**src/rtl/stream_extremum.sv**
```systemverilog
// Pipelined N-input max/min reduction with a per-beat threshold and a per-frame
// running extremum that is reported once at the end of each frame.
module stream_extremum #(
    parameter int unsigned      WIDTH = 8,
    parameter int unsigned      N     = 4,
    parameter logic [WIDTH-1:0] HI    = '1,
    parameter logic [WIDTH-1:0] LO    = '0
) (
    input  logic               clk,
    input  logic               reset,
    input  logic               in_valid,
    input  logic               mode,
    input  logic               sof,
    input  logic               eof,
    input  logic [N*WIDTH-1:0] d,
    input  logic [WIDTH-1:0]   thresh,
    output logic [WIDTH-1:0]   q,
    output logic [WIDTH-1:0]   q_bin,
    output logic               q_valid,
    output logic [WIDTH-1:0]   frame_ext,
    output logic               frame_valid
);

    localparam int unsigned LAT   = $clog2(N);
    localparam int unsigned NODES = 2 * N - 2;

    // mn = 1 selects the minimum; ties return the shared value either way
    function automatic logic [WIDTH-1:0] f_ext(input logic [WIDTH-1:0] a,
                                               input logic [WIDTH-1:0] b,
                                               input logic mn);
        if (mn) return (b < a) ? b : a;
        return (b > a) ? b : a;
    endfunction

    // first node index of tree level k inside the flat node array
    function automatic int unsigned f_base(input int unsigned k);
        return 2 * N - 2 * (N >> k);
    endfunction

    logic [LAT-1:0]   r_vld;
    logic [LAT-1:0]   r_mode;
    logic [LAT-1:0]   r_sof;
    logic [LAT-1:0]   r_eof;
    logic [WIDTH-1:0] r_node [NODES];

    generate
        for (genvar k = 0; k < LAT; k++) begin : g_lvl
            if (k == 0) begin : g_in
                always_ff @(posedge clk) begin
                    if (reset) begin
                        r_vld[0] <= 1'b0;
                        r_sof[0] <= 1'b0;
                        r_eof[0] <= 1'b0;
                    end else begin
                        r_vld[0] <= in_valid;
                        r_sof[0] <= in_valid & sof;
                        r_eof[0] <= in_valid & eof;
                        if (in_valid) r_mode[0] <= mode;
                    end
                end
                for (genvar j = 0; j < N; j++) begin : g_smp
                    always_ff @(posedge clk) begin
                        if (in_valid) r_node[j] <= d[j*WIDTH +: WIDTH];
                    end
                end
            end else begin : g_tree
                localparam int unsigned BASE  = f_base(k);
                localparam int unsigned PBASE = f_base(k - 1);
                always_ff @(posedge clk) begin
                    if (reset) begin
                        r_vld[k] <= 1'b0;
                        r_sof[k] <= 1'b0;
                        r_eof[k] <= 1'b0;
                    end else begin
                        r_vld[k] <= r_vld[k-1];
                        r_sof[k] <= r_sof[k-1];
                        r_eof[k] <= r_eof[k-1];
                        if (r_vld[k-1]) r_mode[k] <= r_mode[k-1];
                    end
                end
                for (genvar j = 0; j < (N >> k); j++) begin : g_node
                    always_ff @(posedge clk) begin
                        if (r_vld[k-1]) begin
                            r_node[BASE+j] <= f_ext(r_node[PBASE+2*j],
                                                    r_node[PBASE+2*j+1],
                                                    r_mode[k-1]);
                        end
                    end
                end
            end
        end
    endgenerate

    logic [WIDTH-1:0] w_res;
    logic [WIDTH-1:0] r_q;
    logic [WIDTH-1:0] r_qbin;
    logic             r_qvld;
    logic             r_qmode;
    logic             r_qsof;
    logic             r_qeof;

    assign w_res = f_ext(r_node[NODES-2], r_node[NODES-1], r_mode[LAT-1]);

    // final tree level: result, threshold and frame tags registered together
    always_ff @(posedge clk) begin
        if (reset) begin
            r_q     <= '0;
            r_qbin  <= '0;
            r_qvld  <= 1'b0;
            r_qmode <= 1'b0;
            r_qsof  <= 1'b0;
            r_qeof  <= 1'b0;
        end else begin
            r_qvld <= r_vld[LAT-1];
            r_qsof <= r_sof[LAT-1];
            r_qeof <= r_eof[LAT-1];
            if (r_vld[LAT-1]) begin
                r_q     <= w_res;
                r_qbin  <= (w_res > thresh) ? HI : LO;
                r_qmode <= r_mode[LAT-1];
            end
        end
    end

    logic [WIDTH-1:0] r_acc;
    logic             r_fmode;
    logic             r_in_frame;
    logic [WIDTH-1:0] r_fext;
    logic             r_fvld;
    logic [WIDTH-1:0] w_acc;

    assign w_acc = f_ext(r_acc, r_q, r_fmode);

    // frame accumulator; the sof beat fixes the frame's max/min sense
    always_ff @(posedge clk) begin
        if (reset) begin
            r_acc      <= '0;
            r_fmode    <= 1'b0;
            r_in_frame <= 1'b0;
            r_fext     <= '0;
            r_fvld     <= 1'b0;
        end else begin
            r_fvld <= 1'b0;
            if (r_qvld) begin
                if (r_qsof) begin
                    r_acc      <= r_q;
                    r_fmode    <= r_qmode;
                    r_in_frame <= ~r_qeof;
                    if (r_qeof) begin
                        r_fext <= r_q;
                        r_fvld <= 1'b1;
                    end
                end else if (r_in_frame) begin
                    r_acc <= w_acc;
                    if (r_qeof) begin
                        r_fext     <= w_acc;
                        r_fvld     <= 1'b1;
                        r_in_frame <= 1'b0;
                    end
                end
            end
        end
    end

    assign q           = r_q;
    assign q_bin       = r_qbin;
    assign q_valid     = r_qvld;
    assign frame_ext   = r_fext;
    assign frame_valid = r_fvld;

endmodule

```
**config.mk**
```make
export PLATFORM = sky130hd
export DESIGN_NAME = stream_extremum
export DESIGN_NICKNAME = d
export VERILOG_FILES = /design/src/rtl/stream_extremum.sv
export SDC_FILE = /design/constraint.sdc
export NUM_CORES = 1
export LEC_CHECK = 0
export CAP_MARGIN = 20
export CORE_MARGIN = 2
export CORE_UTILIZATION = 58
export CTS_CLUSTER_SIZE = 14
export DETAILED_ROUTE_END_ITERATION = 12
export PLACE_DENSITY = 0.85
export SLEW_MARGIN = 40
export SYNTH_ARGS = -nofsm -noshare
export SYNTH_HDL_FRONTEND = slang
export SYNTH_SLANG_ARGS = --single-unit
export TNS_END_PERCENT = 5
```
**constraint.sdc**
```tcl
create_clock -name clk -period 6.7 [get_ports clk]
set_clock_uncertainty 0.15 [all_clocks]
set_input_delay 1.005 -clock clk [delete_from_list [all_inputs] [get_ports clk]]
set_output_delay 1.005 -clock clk [all_outputs]
set_load 0.005 [all_outputs]
```
==> impl_metrics.toml <==
[setup_path]
crit_required_ns = 6.76
cpMostUsedCell = "o21a_1"
cp_cell_sequence = "ha_1 > a21oi_1 > nor2_1 > a211oi_1 > a211oi_1 > nor2_2 > mux2_2 > ha_1 > nor2b_1 > o21a_1 > o21a_1 > o21a_1 > o311ai_0 > a21oi_1"
cp_slowest_cell = "nor2_2"
critical_path_class = "reg -> reg"
start_kind = "flop"
cp_data_arrival_time_ns = 4.33
critPathBufInv = 0
cp_max_fo = 15
crit_path_max_incr_delay_ns = 0.59
cp_top_family = "compound AO/OA/AOI/OAI gates"
critPathCaptureType = "flop"

[die]
row_count = 32
start_util_pct = 59.3
core-area_um2 = 7690
die-area_um2 = 8580
die_w_um = 92.6
die_y_um = 92.6
io_pins = 72

[power]
p_per_area_nw_per_um2 = 213
power_leakage_nw = 2.14
peakVddDrop_mv = 0.149

[synth]
synth.avg_cell_area_um2 = 11.7
yosys-top-cells-area = "edfxtp_1 33%, dfxtp_1 17%, ha_1 11%, mux2_2 5.7%, nand2b_1 3.4%"
synth_largest_area_cell = "edfxtp_1"
ys_seq_area_share_pct = 49.7
synth_edf_count = 50
synthMostInstantiatedCell = "edfxtp_1"
synth_top_area_share_pct = 33.0
ys_warn_count = 0
async_flop_share_pct = 0
netlist_area_um2 = 4560
netlist_instances = 390
synth_cell_types = 50
synth-seq-cells = 88
ys.flop_type = "edfxtp_1"
syn_nets = 476
synth_common_cells = "50 x edfxtp_1, 41 x inv_1, 40 x ha_1"

[clocking]
root_buffer = "clkbuf_8"
clock-sinks = 88
max-clock-path-buffers = 2
cts_tree = "yes"
numCtsBuffers = 9
clock_latency_ns = 0.35
cts_setup_buffers = 0
cts_hold_buf = 0
htreeDepth = 3
cts-resized-gates = 0
path_clk_slew_ns = 0.08

[layout]
fin_nets = 542
final_util_pct = 71.0
nFillCells = 548
n_antenna_cell = 0
drive_gt1_share_pct = 11.3
areaGrowthSynthToFinish_pct = 19.8

[route]
first_pass_iters = 6
drtIter0Drc = 174
wl_per_cell_um = 14.9
via_per_inst = 5.48
vias = 3085
drtAntennaViolNets = 0
finalWirelength_mm = 8.41
drcViolationCount = 0

[placement]
place_congestion = 0.859
io_buffers = 71
hpwl_mm = 6.26

[timing]
fin_setup_tns_ns = 0
finalHoldViolCount = 0
slew_viol_final = 0
period_share_pct = 63.7
tightest_slew_ns = 0.775
fmax_mhz = 234
rsz0062_at_grt = "no"
final-setup-viol-count = 0
period_needed_ns = 4.27
slew_headroom_pct = 46.8

[global_route]
first_global_vias = 3059
grt_remaining_overflow = 0
antenna_found_initial = 0
grt_pass1_wl_mm = 13.8
grt_max_degree = 47
grtUsageTotal_pct = 20.5

[worst_hold_path]
hold_path.class = "reg -> reg"

[status]
outcome = "completed"

[job]
drv_cap = 0
[worst register-to-register path: stages (launching register included)]
cell      delay, ns
edfxtp_1       0.42
ha_1           0.34
a21oi_1        0.13
nor2_1         0.05
a211oi_1       0.44
a211oi_1       0.23
nor2_2         0.59
mux2_2         0.42
ha_1           0.28
nor2b_1        0.13
o21a_1         0.16
o21a_1         0.16
o21a_1         0.16
o311ai_0       0.36
a21oi_1        0.12
[power by group]
part	internal, W	leakage (nW)	switching, W
sequential	0.000608	0.791	0.0000243
clock	0.000135	0.0753	0.000169
combinational	0.000119	1.27	0.000107
total	0.000862	2.14	0.000301
[kinds of logic (layout without fill, tap and decap cells)]
family	Yosys count	in the layout	share of synthesized area, %
compound gates	80	80	14.4
fa+ha+maj	40	40	11.0
buf+inv	60	131	6.01
flops	88	88	49.7
mux	34	34	8.10
simple gates	88	88	10.8
[stage by stage]
stage / std cells / hold slack [ns] / total power (W) / setup slack, ns / instance area (µm²)
finish: 563 / 0.286 / 0.00116 / 2.43 / 5460
global route: 563 / 0.316 / 0.00123 / 2.15 / 5460
CTS: 562 / 0.291 / 0.00117 / 2.48 / 5450
detailed placement: 546 / 0.272 / 0.000869 / 2.54 / 5290
global placement: 546 / 0.266 / 0.000857 / 2.44 / 5290
floorplan: 390 / 0.264 / 0.000793 / 3.00 / 4560
[cells in the final DEF, fill, tap and decap left out, types with 3 or more instances in the layout]
| cell type | Yosys | layout |
|---|---|---|
| clkbuf_8 | 1 | 9 |
| nor2_1 | 19 | 18 |
| and3_1 | 3 | 3 |
| a211o_1 | 3 | 3 |
| nand2b_1 | 25 | 25 |
| ha_1 | 40 | 40 |
| inv_1 | 41 | 41 |
| o31a_2 | 6 | 6 |
| nor2b_1 | 13 | 13 |
| nand4_1 | 6 | 6 |
| a21oi_1 | 16 | 16 |
| dfxtp_1 | 38 | 37 |
| o211ai_1 | 3 | 3 |
| a211oi_1 | 3 | 3 |
| mux2i_1 | 11 | 11 |
| nand3_1 | 4 | 4 |
| o21bai_1 | 7 | 7 |
| a21o_1 | 8 | 8 |
| o21a_1 | 6 | 6 |
| a311oi_1 | 13 | 13 |
| clkdlybuf4s50_1 | 0 | 71 |
| nand2_1 | 7 | 7 |
| edfxtp_1 | 50 | 50 |
| o211a_1 | 3 | 3 |
| clkbuf_1 | 6 | 4 |
| mux2_2 | 23 | 23 |
[routing by layer]
metal / GRT usage (%) / share of wire, % / vias up
li1: - / - / 1545
met1: 25.0 / 42 / 1444
met2: 36.3 / 51 / 84
met3: 4.07 / 4.8 / 12
met4: 6.99 / 1.5 / 0
met5: 0 / 0 / -
[worst paths after layout]
check / startpoint / slack [ns] / end / depth (start not counted)
worst max-delay path: r_node[5][5] / 2.43 / q_bin[6] / 14
worst min-delay path: r_eof[1] / 0.29 / r_qeof / 1
worst max register to register: r_node[5][5] / 2.43 / q_bin[6] / 14
worst min register to register: r_eof[1] / 0.29 / r_qeof / 1
[sequential cells by signal, summed over array words and instances, names as in the netlist, 2 cells and up]
name and count:
frame_ext 8, q 8, r_acc 8, r_eof 2
r_mode 2, r_node 48, r_sof 2, r_vld 2
[final cells by class]
| cell class | count | area, µm² | share of cell area [%] |
|---|---|---|---|
| Inverter | 41 | 154 | 2.82 |
| Multi-Input combinational cell | 242 | 2020 | 37.1 |
| Clock inverter | 3 | 20.0 | 0.367 |
| Timing Repair Buffer | 74 | 731 | 13.4 |
| Tap cell | 102 | 128 | 2.34 |
| Sequential cell | 88 | 2260 | 41.5 |
| Clock buffer | 13 | 139 | 2.55 |
Power figures use the tool's default switching activity.
==> edit 1: new RTL, config.mk and constraints unchanged <==
Change the parameter `WIDTH` from 8 to 6.
--- a/src/rtl/stream_extremum.sv
+++ b/src/rtl/stream_extremum.sv
@@ -1,7 +1,7 @@
 // Pipelined N-input max/min reduction with a per-beat threshold and a per-frame
 // running extremum that is reported once at the end of each frame.
 module stream_extremum #(
-    parameter int unsigned      WIDTH = 8,
+    parameter int unsigned      WIDTH = 6,
     parameter int unsigned      N     = 4,
     parameter logic [WIDTH-1:0] HI    = '1,
     parameter logic [WIDTH-1:0] LO    = '0
Ports: changed (5 resized); port bits go from 72 to 56. No check against the original RTL was run, so the function may have changed too.
==> edit 1 against the unedited design <==
Area after synthesis is 22% lower; combinational power fell by 22%; routed wire length is 23% lower; sequential cell count down 18; total power down 13%; design area fell by 21%; cell count fell by 21%; worst setup slack improved by 1.1 ns; maximum frequency is 33% higher; non-clock buffer count down 18; critical path depth is 3 lower; clock power up 9.5%; critical endpoint is now q_bin[4]$_SDFFE_PP0P_; largest power group unchanged.
==> edit 1: results <==
yosys:
  yosysUniqueCellTypes: 45
  synth_ff_type: "edfxtp_1"
  synth_commonest_cells: "38 x edfxtp_1, 33 x inv_1, 32 x dfxtp_1"
  synth-edff-count: 38
  avgSynthCellArea_um2: 11.45
  post_synth_main_area_contributors: "edfxtp_1 32%, dfxtp_1 18%, ha_1 11%"
  synth-async-reset-ratio: 0
  yosysSeqAreaShare: 0.5035
  syn_nets: 375
finish:
  largest_reg_flops: 36
  largest-register: "r_node"
  drive_above_1_share: 0.1087
  final_cells: 443
  final_nets: 429
  n_antenna_cell: 0
  fill_cells: 416
power:
  p_seq_frac: 0.494
  powerComb_w: 0.000178
  internal_power_w: 0.0007532
  leakage_nw: 1.725
  vdd_drop_max_uv: 238.8
floorplanning:
  fp.dieW_um: 82.11
critical_path:
  crit_path_top_delay_cell: "a311oi_1"
  slowest_delay_ns: 0.57
  cp_num_buf_inv: 0
  cp.arrival_ns: 3.28
  worst-path-max-fanout: 6
grt:
  grt_max_degree: 39
  grt_pass1_wl_mm: 10.80
  grt_pass1_vias: 2490
  grtUsageTotal: 0.2146
routing:
  wl_met2_mm: 3.247
  wl_met3_um: 299
  vias_per_cell: 5.591
  wl_mm: 6.448
  drtIter0Drc: 144
  topRoutingLayerUsed: "met4"
  wl_met1_mm: 2.829
  drtPass1Iterations: 4
clock_network:
  cts_resized: 0
  clock_tree.root_cell: "clkbuf_8"
  h-tree-depth: 3
  clkTransAtPathRegs_ns: 0.07
outcome:
  outcome: "completed"
placed_design:
  place_area_um2: 4108
  port_buffers: 55
  place_congestion: 0.8769
  dp_hpwl_mm: 4.932
sta:
  final_hold_viol_count: 0
  worst_pin_slew_ns: 0.7709
## edit 1: cell count changes after synthesis, sizes merged, moves of 8 or more
cell and change:
mux2 -10, o221ai +12, inv -8, a21oi -10, nand2b -12, ha -10
edfxtp -12
## edit 1: cell type report
class                           instances  area [um2]  share of cell area
Sequential cell                        70        1782              0.4132
Multi-Input combinational cell        193        1555              0.3607
Timing Repair Buffer                   56       553.0              0.1283
Clock buffer                           12       176.4             0.04092
Inverter                               33       123.9             0.02873
Tap cell                               75       93.84             0.02176
Clock inverter                          4       27.53            0.006384
## edit 1: metal layers
| metal | global-route usage | vias to the layer above |
|---|---|---|
| met5 | 0 | - |
| li1 | - | 1247 |
| met2 | 0.3764 | 68 |
| met1 | 0.2528 | 1154 |
| met3 | 0.04891 | 8 |
| met4 | 0.09000 | 0 |
## edit 1: per-stage QoR
step           setup WS, ns  total power [W]
2_1_floorplan         3.979        0.0006250
3_3_place_gp          3.756        0.0006770
3_5_place_dp          3.517        0.0006868
4_1_cts               3.490         0.001021
5_1_grt               3.180         0.001065
6_report              3.484         0.001012
## edit 1: final timing paths
kind / startpoint / end / slack (ns) / depth (start not counted)
hold reg to reg: r_eof[1]$_SDFF_PP0_ / r_qeof$_SDFF_PP0_ / 0.29 / 1
setup / recovery: r_node[5][4]$_DFFE_PP_ / q_bin[4]$_SDFFE_PP0P_ / 3.48 / 11
setup reg to reg: r_node[5][4]$_DFFE_PP_ / q_bin[4]$_SDFFE_PP0P_ / 3.48 / 11
hold / removal: r_eof[1]$_SDFF_PP0_ / r_qeof$_SDFF_PP0_ / 0.29 / 1
## edit 1: cell families after synthesis
logic type / synth area share
AO/OA/AOI/OAI: 0.1503
adder cells (fa/ha/maj): 0.1061
buffers and inverters: 0.05693
flip-flops: 0.5035
multiplexers: 0.06400
AND/OR/NAND/NOR: 0.1192
==> edit 2: new RTL, same settings <==
Without the edit above. Register the input `d` before use. The logic sees it one clock later. The other inputs are not delayed to match.
--- a/src/rtl/stream_extremum.sv
+++ b/src/rtl/stream_extremum.sv
@@ -23,6 +23,12 @@
 
     localparam int unsigned LAT   = $clog2(N);
     localparam int unsigned NODES = 2 * N - 2;
+
+    logic [N*WIDTH-1:0] d_q;
+
+    always_ff @(posedge clk) begin
+        d_q <= d;
+    end
 
     // mn = 1 selects the minimum; ties return the shared value either way
     function automatic logic [WIDTH-1:0] f_ext(input logic [WIDTH-1:0] a,
@@ -60,7 +66,7 @@
                 end
                 for (genvar j = 0; j < N; j++) begin : g_smp
                     always_ff @(posedge clk) begin
-                        if (in_valid) r_node[j] <= d[j*WIDTH +: WIDTH];
+                        if (in_valid) r_node[j] <= d_q[j*WIDTH +: WIDTH];
                     end
                 end
             end else begin : g_tree
Formal check against the unedited RTL: not equivalent (Yosys sat finds a counterexample within 4 cycles, from zero or initial values and one cycle with reset high).
==> edit 2 against the unedited design <==
Routed wire length up 6.1%; area after synthesis up 8.8%; largest cell class unchanged; critical endpoint unchanged; total power up 69%; non-clock buffer count down 1; worst setup slack better by 0.37 ns; sequential cell count up 32; die area up 8.4%; design area up 17%.
==> edit 2: results <==
routing:
  dr_total_vias: 3105
  post-route-drc-count: 0
  vias_per_cell: 5.254
  drtIter0Drc: 101
  drtPass1Iterations: 4
  wl_per_cell_um: 15.09
finish:
  final_nets: 559
  fill_cells: 507
  largest_registers: "r_node (48), d_q (32)"
  drive_above_1_share: 0.1481
critical_path:
  worst-path-max-fanout: 8
  reg2reg_depth: 15
  r2r_start: "r_node[5][1]$_DFFE_PP_"
  cp.arrival_ns: 4.13
  worstSetupPathType: "reg2reg"
grt:
  grtUsageMet2: 0.3756
  grtUsageTotal: 0.2073
  use_met1: 0.2272
  grt_max_degree: 39
  grt_util_met3: 0.06594
  grt_pass1_wl_mm: 14.30
placed_design:
  place_congestion: 0.8197
  place_worst_setup_slack_ns: 2.866
  place_area_um2: 5734
  dp_hpwl_mm: 5.934
clock_network:
  clkLatencyLatePin_ns: 0.51
  clkTransAtPathRegs_ns: 0.06
  cts-buffers-inserted: 17
  h-tree-depth: 4
  clock_tree.root_cell: "clkbuf_8"
yosys:
  syn_nets: 481
  yosysSeqAreaShare: 0.5856
  synth_commonest_cells: "70 x dfxtp_1, 50 x edfxtp_1, 47 x nor2_1"
  synth-async-reset-ratio: 0
  avgSynthCellArea_um2: 12.55
  yosysUniqueCellTypes: 43
  post_synth_main_area_contributors: "edfxtp_1 30%, dfxtp_1 28%, ha_1 10%"
sta:
  whs_ns: 0.2478
  max_slew_margin: 0.5031
  setup_ws_ns: 2.806
power:
  vdd_drop_max_uv: 227.9
  leakage_nw: 2.705
worst_hold_path:
  hold_end: "r_node[3][1]$_DFFE_PP_"
  hp-start: "d_q[25]$_DFF_P_"
  hold_depth: 0
outcome:
  outcome: "completed"
-- edit 2: kinds of logic (layout without fill, tap and decap cells) --
kind of cell | Yosys count | after routing | synth area share
buffers and inverters | 57 | 148 | 0.04871
adder cells (fa/ha/maj) | 40 | 40 | 0.1010
AND/OR/NAND/NOR | 86 | 86 | 0.08355
flip-flops | 120 | 120 | 0.5856
multiplexers | 37 | 37 | 0.08910
AO/OA/AOI/OAI | 55 | 55 | 0.09213
-- edit 2: critical path, cell delays in order (launching register included) --
cell,delay [ns]
edfxtp_1,0.39
ha_1,0.33
nor2b_4,0.14
o211ai_2,0.15
a21oi_2,0.09
a2111oi_4,0.38
mux2i_4,0.53
mux2_4,0.35
ha_1,0.28
nor2b_1,0.14
o21a_1,0.16
o21a_1,0.17
o21ai_0,0.15
nand3b_1,0.09
a22o_1,0.18
nor2b_1,0.12
-- edit 2: power by group --
part	switching, W	internal, W	total [W]
clock	0.000327	0.000639	0.000966
sequential	0.0000223	0.000802	0.000824
combinational	0.0000791	0.000100	0.000179
-- edit 2: layout make-up --
cell class | count | area (um2) | area share
tap | 105 | 131.4 | 0.02061
clock buffer | 19 | 452.9 | 0.07105
multi-input combinational | 218 | 1813 | 0.2844
timing repair buffer | 73 | 725.7 | 0.1138
sequential | 120 | 2903 | 0.4553
clock inverter | 13 | 187.7 | 0.02944
inverter | 43 | 161.4 | 0.02532
-- edit 2: per-layer routing --
layer	wire, um	vias to the layer above
li1	-	1538
met1	3638	1470
met2	4771	87
met3	396	10
met4	112	0
met5	0	-
